==> src/rtl/lcd_byte_writer.sv <==
// Accepts a byte from the CPU handshake and writes it to the Spartan-3E character LCD over the 4-bit bus.
// Define LCD_AUTO_WRAP_EN to insert line-change commands after 16 characters per line.
module lcd_byte_writer #(
  parameter int POWERON_WAIT = 750000,
  parameter int INIT_WAIT1   = 205000,
  parameter int INIT_WAIT2   = 5000,
  parameter int INIT_WAIT3   = 2000,
  parameter int NIB_SETUP    = 2,
  parameter int NIB_EN       = 12,
  parameter int NIB_HOLD     = 1,
  parameter int NIB_GAP      = 50,
  parameter int BYTE_WAIT    = 2000,
  parameter int CLEAR_WAIT   = 82000
) (
  input  logic       Clock,
  input  logic       Reset,
  input  logic [7:0] iData,
  input  logic       iIsCommand,
  input  logic       iData_Ready,
  output logic       oReadyForData,
  output logic       oLCD_Enabled,
  output logic       oLCD_RegisterSelect,
  output logic       oLCD_ReadWrite,
  output logic       oLCD_StrataFlashControl,
  output logic [3:0] oLCD_Data
);
  localparam int CW = 20;
  localparam logic [CW-1:0] NIB_LAST = CW'(NIB_SETUP + NIB_EN + NIB_HOLD - 1);
  localparam logic [CW-1:0] E_ON     = CW'(NIB_SETUP);
  localparam logic [CW-1:0] E_OFF    = CW'(NIB_SETUP + NIB_EN);
  localparam logic [CW-1:0] NIB_LEN  = CW'(NIB_SETUP + NIB_EN + NIB_HOLD);

  typedef enum logic [2:0] {PWR_WAIT, INIT_NIB, CFG, IDLE, SEND_HI, GAP, SEND_LO, POST_WAIT} state_t;

  state_t          state_q, state_d;
  logic [CW-1:0]   cnt_q, cnt_d;
  logic [1:0]      idx_q, idx_d;
  logic            cfg_q, cfg_d;
  logic [7:0]      data_q, data_d;
  logic            cmd_q, cmd_d;
  logic            rs_q, rs_d;
  logic            rdy_q, rdy_d;
`ifdef LCD_AUTO_WRAP_EN
  logic [4:0]      col_q, col_d;
  logic            line_q, line_d;
  logic            wrap_q, wrap_d;
`endif

  logic            accept, is_clear, e_win, lcd_e;
  logic [3:0]      lcd_d;
  logic [CW-1:0]   init_term, post_term;
  logic [7:0]      cfg_byte;

  assign accept    = iData_Ready && rdy_q;
  assign is_clear  = cmd_q && (data_q == 8'h01 || data_q == 8'h02);
  assign post_term = is_clear ? CW'(CLEAR_WAIT - 1) : CW'(BYTE_WAIT - 1);
  assign e_win     = (cnt_q >= E_ON) && (cnt_q < E_OFF);

  // Init step covers the nibble itself plus its settling wait in one count.
  always_comb begin
    case (idx_q)
      2'd0:    init_term = CW'(NIB_SETUP + NIB_EN + NIB_HOLD + INIT_WAIT1 - 1);
      2'd1:    init_term = CW'(NIB_SETUP + NIB_EN + NIB_HOLD + INIT_WAIT2 - 1);
      default: init_term = CW'(NIB_SETUP + NIB_EN + NIB_HOLD + INIT_WAIT3 - 1);
    endcase
    case (idx_q)
      2'd0:    cfg_byte = 8'h28;
      2'd1:    cfg_byte = 8'h06;
      2'd2:    cfg_byte = 8'h0C;
      default: cfg_byte = 8'h01;
    endcase
  end

  always_comb begin
    state_d = state_q;
    cnt_d   = cnt_q + CW'(1);
    idx_d   = idx_q;
    cfg_d   = cfg_q;
    data_d  = data_q;
    cmd_d   = cmd_q;
    rs_d    = rs_q;
    lcd_e   = 1'b0;
    lcd_d   = 4'h0;
`ifdef LCD_AUTO_WRAP_EN
    col_d   = col_q;
    line_d  = line_q;
    wrap_d  = wrap_q;
`endif
    case (state_q)
      PWR_WAIT: if (cnt_q == CW'(POWERON_WAIT - 1)) begin
        state_d = INIT_NIB;
        cnt_d   = '0;
        idx_d   = 2'd0;
      end
      INIT_NIB: begin
        if (cnt_q < NIB_LEN) begin
          lcd_d = (idx_q == 2'd3) ? 4'h2 : 4'h3;
          lcd_e = e_win;
        end
        if (cnt_q == init_term) begin
          cnt_d = '0;
          idx_d = idx_q + 2'd1;
          if (idx_q == 2'd3) begin
            state_d = CFG;
            cfg_d   = 1'b1;
          end
        end
      end
      CFG: begin
        data_d  = cfg_byte;
        cmd_d   = 1'b1;
        rs_d    = 1'b0;
        cnt_d   = '0;
        state_d = SEND_HI;
      end
      IDLE: begin
        cnt_d = '0;
        if (accept) begin
          data_d  = iData;
          cmd_d   = iIsCommand;
          rs_d    = ~iIsCommand;
          state_d = SEND_HI;
        end
      end
      SEND_HI: begin
        lcd_d = data_q[7:4];
        lcd_e = e_win;
        if (cnt_q == NIB_LAST) begin
          state_d = GAP;
          cnt_d   = '0;
        end
      end
      GAP: if (cnt_q == CW'(NIB_GAP - 1)) begin
        state_d = SEND_LO;
        cnt_d   = '0;
      end
      SEND_LO: begin
        lcd_d = data_q[3:0];
        lcd_e = e_win;
        if (cnt_q == NIB_LAST) begin
          state_d = POST_WAIT;
          cnt_d   = '0;
        end
      end
      POST_WAIT: if (cnt_q == post_term) begin
        cnt_d   = '0;
        state_d = IDLE;
`ifdef LCD_AUTO_WRAP_EN
        if (is_clear) begin
          col_d  = '0;
          line_d = 1'b0;
        end
`endif
        if (cfg_q) begin
          idx_d = idx_q + 2'd1;
          if (idx_q == 2'd3) cfg_d = 1'b0;
          else               state_d = CFG;
        end
`ifdef LCD_AUTO_WRAP_EN
        else if (wrap_q) begin
          wrap_d = 1'b0;
        end else if (!cmd_q) begin
          // 16th character on this line: move the cursor to the other line.
          if (col_q == 5'd15) begin
            col_d   = '0;
            line_d  = ~line_q;
            data_d  = line_q ? 8'h80 : 8'hC0;
            cmd_d   = 1'b1;
            rs_d    = 1'b0;
            wrap_d  = 1'b1;
            state_d = SEND_HI;
          end else begin
            col_d = col_q + 5'd1;
          end
        end
`endif
      end
      default: state_d = PWR_WAIT;
    endcase
    rdy_d = (state_q == IDLE) && !accept;
  end

  always_ff @(posedge Clock or negedge Reset) begin
    if (!Reset) begin
      state_q <= PWR_WAIT;
      cnt_q   <= '0;
      idx_q   <= '0;
      cfg_q   <= 1'b0;
      data_q  <= '0;
      cmd_q   <= 1'b0;
      rs_q    <= 1'b0;
      rdy_q   <= 1'b0;
`ifdef LCD_AUTO_WRAP_EN
      col_q   <= '0;
      line_q  <= 1'b0;
      wrap_q  <= 1'b0;
`endif
    end else begin
      state_q <= state_d;
      cnt_q   <= cnt_d;
      idx_q   <= idx_d;
      cfg_q   <= cfg_d;
      data_q  <= data_d;
      cmd_q   <= cmd_d;
      rs_q    <= rs_d;
      rdy_q   <= rdy_d;
`ifdef LCD_AUTO_WRAP_EN
      col_q   <= col_d;
      line_q  <= line_d;
      wrap_q  <= wrap_d;
`endif
    end
  end

  assign oReadyForData           = rdy_q;
  assign oLCD_Enabled            = lcd_e;
  assign oLCD_Data               = lcd_d;
  assign oLCD_RegisterSelect     = rs_q;
  assign oLCD_ReadWrite          = 1'b0;
  assign oLCD_StrataFlashControl = 1'b1;
endmodule

==> config.mk <==
export PLATFORM = sky130hd
export DESIGN_NAME = lcd_byte_writer
export DESIGN_NICKNAME = d
export VERILOG_FILES = /design/src/rtl/lcd_byte_writer.sv
export SDC_FILE = /design/constraint.sdc
export NUM_CORES = 1
export LEC_CHECK = 0
export CAP_MARGIN = 20
export CORE_ASPECT_RATIO = 2
export CORE_MARGIN = 2
export CORE_UTILIZATION = 62
export CTS_CLUSTER_DIAMETER = 30
export DETAILED_ROUTE_END_ITERATION = 10
export PLACE_DENSITY_LB_ADDON = 0.1
export SYNTH_ARGS = -nofsm -noshare
export SYNTH_HDL_FRONTEND = slang
export SYNTH_SLANG_ARGS = --single-unit
==> constraint.sdc <==
create_clock -name Clock -period 3.4 [get_ports Clock]
set_input_delay 0.68 -clock Clock [delete_from_list [all_inputs] [get_ports Clock]]
set_output_delay 0.68 -clock Clock [all_outputs]
set_load 0.05 [all_outputs]
==> results.py, run 1 <==
metrics = {
    "worst_setup_path": {
        "path_class": "flip-flop to output pin",
        "cp-start-kind": "flip-flop",
        "end_kind": "output pin",
        "reg2reg_slack_ns": 0.78,
        "cp_max_fo": 7,
        "critPathSlowestCell": "dfrtp_1",
        "required_ns": 2.72,
        "rr_worst_depth": 8,
        "cp.arrival_ns": 2.34,
        "path_cells": "nor3_1 > nand3_1 > or2_2 > or3_1 > o22ai_1 > buf_4",
        "slowest_delay_ns": 0.45,
    },
    "logic_synthesis": {
        "async_reset_ff_share_pct": 100.0,
        "synth_commonest_cells": "37 x dfrtp_1, 24 x nand2_1, 21 x nor2_2",
        "yosysSeqAreaShare_pct": 38.93,
        "ys.warnings.count": 0,
        "synth_nets": 281,
        "synth_seq_cells": 37,
        "ys_types": 50,
        "ys.flop_type": "dfrtp_1",
        "netlist_area_um2": 2379,
        "yosysMostFrequentCell": "dfrtp_1",
        "synth_area_leaders": "dfrtp_1 39%, nor2_2 5.5%, xor2_1 4.1%",
        "synth_top_area_share_pct": 38.93,
        "synth.largest_area_cell": "dfrtp_1",
        "avgSynthCellArea_um2": 9.078,
        "synth_edf_count": 0,
        "postSynthCellCount": 262,
    },
    "floorplan": {
        "die_h_um": 91.59,
        "coreArea_um2": 3646,
        "die_area_um2": 4378,
        "dieWidth_um": 47.80,
        "start_util_pct": 65.24,
        "rows": 31,
        "io_pins": 21,
    },
    "power": {
        "power_density_nw_per_um2": 292.4,
        "ir_drop_mv": 0.3238,
        "leakagePower_nw": 1.021,
    },
    "clock_tree": {
        "cts_resized": 0,
        "cts_tree": "yes",
        "clk_pin_slew_ns": 0.07,
        "htree_levels": 2,
        "cts_root_buffer": "clkbuf_8",
        "clock_latency_ns": 0.30,
        "cts_hold_buffers": 0,
        "cts.sinks": 37,
        "cts_made_buffers": 5,
        "clk_path_buf_depth": 2,
        "post-cts-setup-buffers": 0,
    },
    "grt": {
        "antenna_found_initial": 0,
        "grt_max_degree": 38,
        "grt_first_pass_wirelength_um": 9039,
        "grt_usage_pct": 28.76,
        "grt_pass1_vias": 2029,
        "grt_overflow": 0,
    },
    "hold_path": {
        "min-delay-path-class": "input pin to asynchronous set/reset pin",
    },
    "detailed_routing": {
        "ant_nets": 0,
        "vias_per_cell": 6.031,
        "drt_pass1_iterations": 4,
        "drt_iter0_drc": 50,
        "post_drt_wl_per_cell_um": 16.69,
        "drc": 0,
        "routed_wl_um": 5356,
        "vias": 1936,
    },
    "run_status": {
        "status": "completed",
    },
    "cells_and_area": {
        "nNetsFinal": 290,
        "drive_gt1_share_pct": 16.18,
        "diodes": 0,
        "stdcell_count": 321,
        "area_growth_pct": 8.837,
    },
    "sta": {
        "clock.fmax_ghz": 0.3316,
        "fin_crit_sh_pct": 88.70,
        "finalClockSkew_ns": 0.009437,
        "period_minus_slack_ns": 3.016,
        "rsz0062_at_grt": "no",
        "finalSetupViolations": 0,
        "tns_ns": 0,
        "relSlewSlack_pct": 47.19,
        "finalHoldViolations": 0,
        "final-max-slew-violation-count": 0,
        "tightestPinTransition_ns": 0.7921,
    },
    "placement": {
        "dp_hpwl_um": 4097,
        "placed_cells": 313,
        "port_buffers": 18,
        "globalplace.congestion": 0.9427,
    },
    "job": {
        "cap_violations": 0,
    },
}
[report_power, final]
group / internal [mW] / switching (mW)
Combinational: 0.0106 / 0.0147
Sequential: 0.440 / 0
Clock: 0.142 / 0.150
Total: 0.592 / 0.165
[worst max-delay path, delay by kind of cell, from the launching register on]
family                 cells  cell delay [ns]
AND/OR/NAND/NOR            4             1.19
AO/OA/AOI/OAI              1             0.18
buffers and inverters      1             0.23
flip-flops                 1             0.45
[layout by cell type (no fill, tap or decap), types with 6 or more instances in the layout]
cell,synthesis,final
nor2_2,21,21
o21ai_0,11,11
nor2_1,16,16
nor4_1,6,6
ha_1,7,7
nand3_1,15,15
nand2_1,24,24
nor3_1,12,12
o22ai_1,7,7
xor2_1,11,11
nand4_1,6,6
xnor2_1,8,8
inv_1,8,8
clkdlybuf4s50_1,0,14
dfrtp_1,37,37
[metrics by stage]
stage          total power, mW  hold slack, ns  area, µm²  util [%]  worst slack [ns]
3_5_place_dp            0.4742          0.4830       2506     68.74            0.7234
5_1_grt                 0.7855          0.5235       2589     71.00            0.2369
6_report                0.7569          0.4613       2589     71.00            0.3843
4_1_cts                 0.7660          0.4954       2589     71.00            0.3911
3_3_place_gp            0.4744          0.4615       2506     68.74            0.7447
2_1_floorplan           0.4555          0.3844       2385         -            0.4229
[path summary, 6_finish.rpt]
path / startpoint / end
setup reg to reg: cnt_q[1] / cnt_q[4]
min in group Clock: oLCD_RegisterSelect / oLCD_RegisterSelect
max in group asynchronous: Reset / cnt_q[15]
setup / recovery: cnt_q[12] / oLCD_Data[0]
hold / removal: Reset / data_q[0]
hold reg to reg: oLCD_RegisterSelect / oLCD_RegisterSelect
[routing by layer]
metal,track usage (%),wire length [µm]
met2,50.11,3075
met1,27.59,1856
met4,17.79,262
met3,5.765,162
met5,0,0
[sequential cells by signal (all words and copies together), names as in the netlist]
signal,cells
state_q,3
oLCD_RegisterSelect,1
cmd_q,1
idx_q,2
data_q,8
oReadyForData,1
cnt_q,20
cfg_q,1
[cells by family (layout without fill, tap and decap cells)]
| kind of cell | after synthesis | count (layout) | share of synthesized area, % |
|---|---|---|---|
| AOI/OAI and AO/OA | 38 | 38 | 11.57 |
| xor gates and xnor gates | 19 | 19 | 6.996 |
| adders and majority gates | 7 | 7 | 3.682 |
| buffers and inverters | 25 | 35 | 6.102 |
| DFF | 37 | 37 | 38.93 |
| muxes | 5 | 5 | 2.104 |
| other | 2 | 2 | 0.3157 |
| and+or+nand+nor | 129 | 129 | 30.30 |
[layout make-up]
type                    instances  area (µm²)
flip-flops and latches         37       925.9
repair buffers                 19       175.2
inverters                       8       30.03
clock buffers                   6       72.57
clock inverters                 2       10.01
multi-input cells             200        1314
fillers                       317        1057
well taps                      49       61.31
No activity file was read; power rests on OpenSTA's default activity.
==> run 2, diff against run 1 <==
Settings changed: CORE_UTILIZATION 62 to 58.
==> run 2 against run 1 <==
  * Sequential share of layout area shrank 0.51 points
  * Worst hold slack gained 0.022 ns
  * Power grew 13%
  * Critical endpoint unchanged
  * Largest cell class unchanged
  * Largest power group unchanged
==> results.py, run 2 (synthesized netlist as in run 1, its figures left out) <==
metrics = {
    "sta": {
        "finalClockSkew_ns": 0.004061,
        "final-max-slew-violation-count": 0,
        "tightestPinTransition_ns": 0.8176,
        "finalHoldViolations": 0,
        "tns_ns": 0,
        "finalSetupViolations": 0,
        "relSlewSlack_pct": 45.50,
        "clock.fmax_ghz": 0.3252,
        "rsz0062_at_grt": "no",
        "fin_crit_sh_pct": 90.45,
        "period_minus_slack_ns": 3.075,
    },
    "clock_tree": {
        "post-cts-setup-buffers": 0,
        "cts_hold_buffers": 0,
        "cts.sinks": 37,
        "htree_levels": 2,
        "cts_made_buffers": 5,
        "cts_root_buffer": "clkbuf_8",
        "cts_resized": 0,
        "clk_path_buf_depth": 2,
        "cts_tree": "yes",
        "clock_latency_ns": 0.29,
        "clk_pin_slew_ns": 0.07,
    },
    "grt": {
        "grt_max_degree": 38,
        "grt_pass1_vias": 1918,
        "antenna_found_initial": 0,
        "grt_usage_pct": 24.77,
        "grt_first_pass_wirelength_um": 8804,
        "grt_overflow": 0,
    },
    "power": {
        "power_density_nw_per_um2": 324.9,
        "ir_drop_mv": 0.2773,
        "leakagePower_nw": 1.035,
        "power_uw": 853.4,
    },
    "worst_setup_path": {
        "path_class": "flip-flop to output pin",
        "cp_max_fo": 7,
        "cp-start-kind": "flip-flop",
        "end_kind": "output pin",
        "required_ns": 2.72,
        "cp.arrival_ns": 2.40,
    },
    "run_status": {
        "status": "completed",
    },
    "detailed_routing": {
        "drt_iter0_drc": 67,
        "vias_per_cell": 6.052,
        "drc": 0,
        "vias": 1961,
        "drt_pass1_iterations": 4,
        "routed_wl_um": 5188,
        "ant_nets": 0,
        "post_drt_wl_per_cell_um": 16.01,
    },
    "job": {
        "cap_violations": 0,
    },
    "cells_and_area": {
        "multi_input_area_um2": 1314,
        "largest_register_ff_count": 20,
        "diodes": 0,
        "top_regs": "cnt_q (20), data_q (8), state_q (3)",
        "top_register": "cnt_q",
        "layout_common_cells": "37 x dfrtp_1, 24 x nand2_1, 21 x nor2_2",
        "nNetsFinal": 290,
        "area_growth_pct": 10.42,
        "seq_area_um2": 925.9,
        "drive_gt1_share_pct": 16.18,
        "final_common_cell": "dfrtp_1",
        "fill_cells": 362,
    },
    "floorplan": {
        "die_h_um": 94.56,
        "rows": 33,
        "start_util_pct": 59.39,
        "io_pins": 21,
        "dieWidth_um": 49.28,
        "coreArea_um2": 4005,
        "die_area_um2": 4660,
    },
    "hold_path": {
        "min-delay-path-class": "input pin to asynchronous set/reset pin",
    },
    "placement": {
        "globalplace.congestion": 0.8713,
        "port_buffers": 18,
        "dp_hpwl_um": 3841,
    },
}
run 2: worst paths after layout:
path / slack, ns / cells past startpoint / startpoint / end
min in group Clock: 0.49 / 1 / oLCD_RegisterSelect / oLCD_RegisterSelect
worst min register to register: 0.49 / 1 / oLCD_RegisterSelect / oLCD_RegisterSelect
max in group asynchronous: 2.39 / 1 / Reset / cnt_q[2]
worst max register to register: 0.79 / 8 / cnt_q[1] / cnt_q[3]
worst min-delay path: 0.48 / 1 / Reset / oLCD_RegisterSelect
worst max-delay path: 0.32 / 6 / cnt_q[12] / oLCD_Data[0]
run 2: power breakdown:
group | switching, mW | internal [mW]
sequential | 0 | 0.440
combinational | 0.0149 | 0.0106
clock | 0.149 | 0.239
run 2: layout make-up:
| cell class | instances | area share, % |
|---|---|---|
| Multi-Input combinational cell | 200 | 50.02 |
| Sequential cell | 37 | 35.25 |
| Inverter | 8 | 1.143 |
| Clock buffer | 7 | 3.287 |
| Timing Repair Buffer | 19 | 6.670 |
| Clock inverter | 1 | 1.143 |
| Tap cell | 52 | 2.477 |
run 2: layer usage:
metal | GRT usage (%) | vias up | share of wire, %
met3 | 3.481 | 16 | 4.0
met4 | 13.57 | 0 | 3.5
li1 | - | 936 | -
met5 | 0 | - | 0
met1 | 30.27 | 943 | 41
met2 | 41.55 | 66 | 51
run 2: worst max-delay path, cell delays in order, from the launching register on:
cell,delay (ns)
dfrtp_1,0.45
nor3_1,0.35
nand3_1,0.14
or2_2,0.33
or3_1,0.41
o22ai_1,0.20
buf_4,0.23
run 2: through the flow:
step	util (%)	worst slack, ns	cell area, µm²	std cells	hold WS, ns
2_1_floorplan	-	0.4229	2385	262	0.3844
5_1_grt	65.57	0.1871	2626	324	0.5296
6_report	65.57	0.3245	2626	324	0.4832
3_3_place_gp	62.67	0.7394	2510	316	0.4630
3_5_place_dp	62.67	0.6708	2510	316	0.4804
4_1_cts	65.57	0.3446	2626	324	0.5010
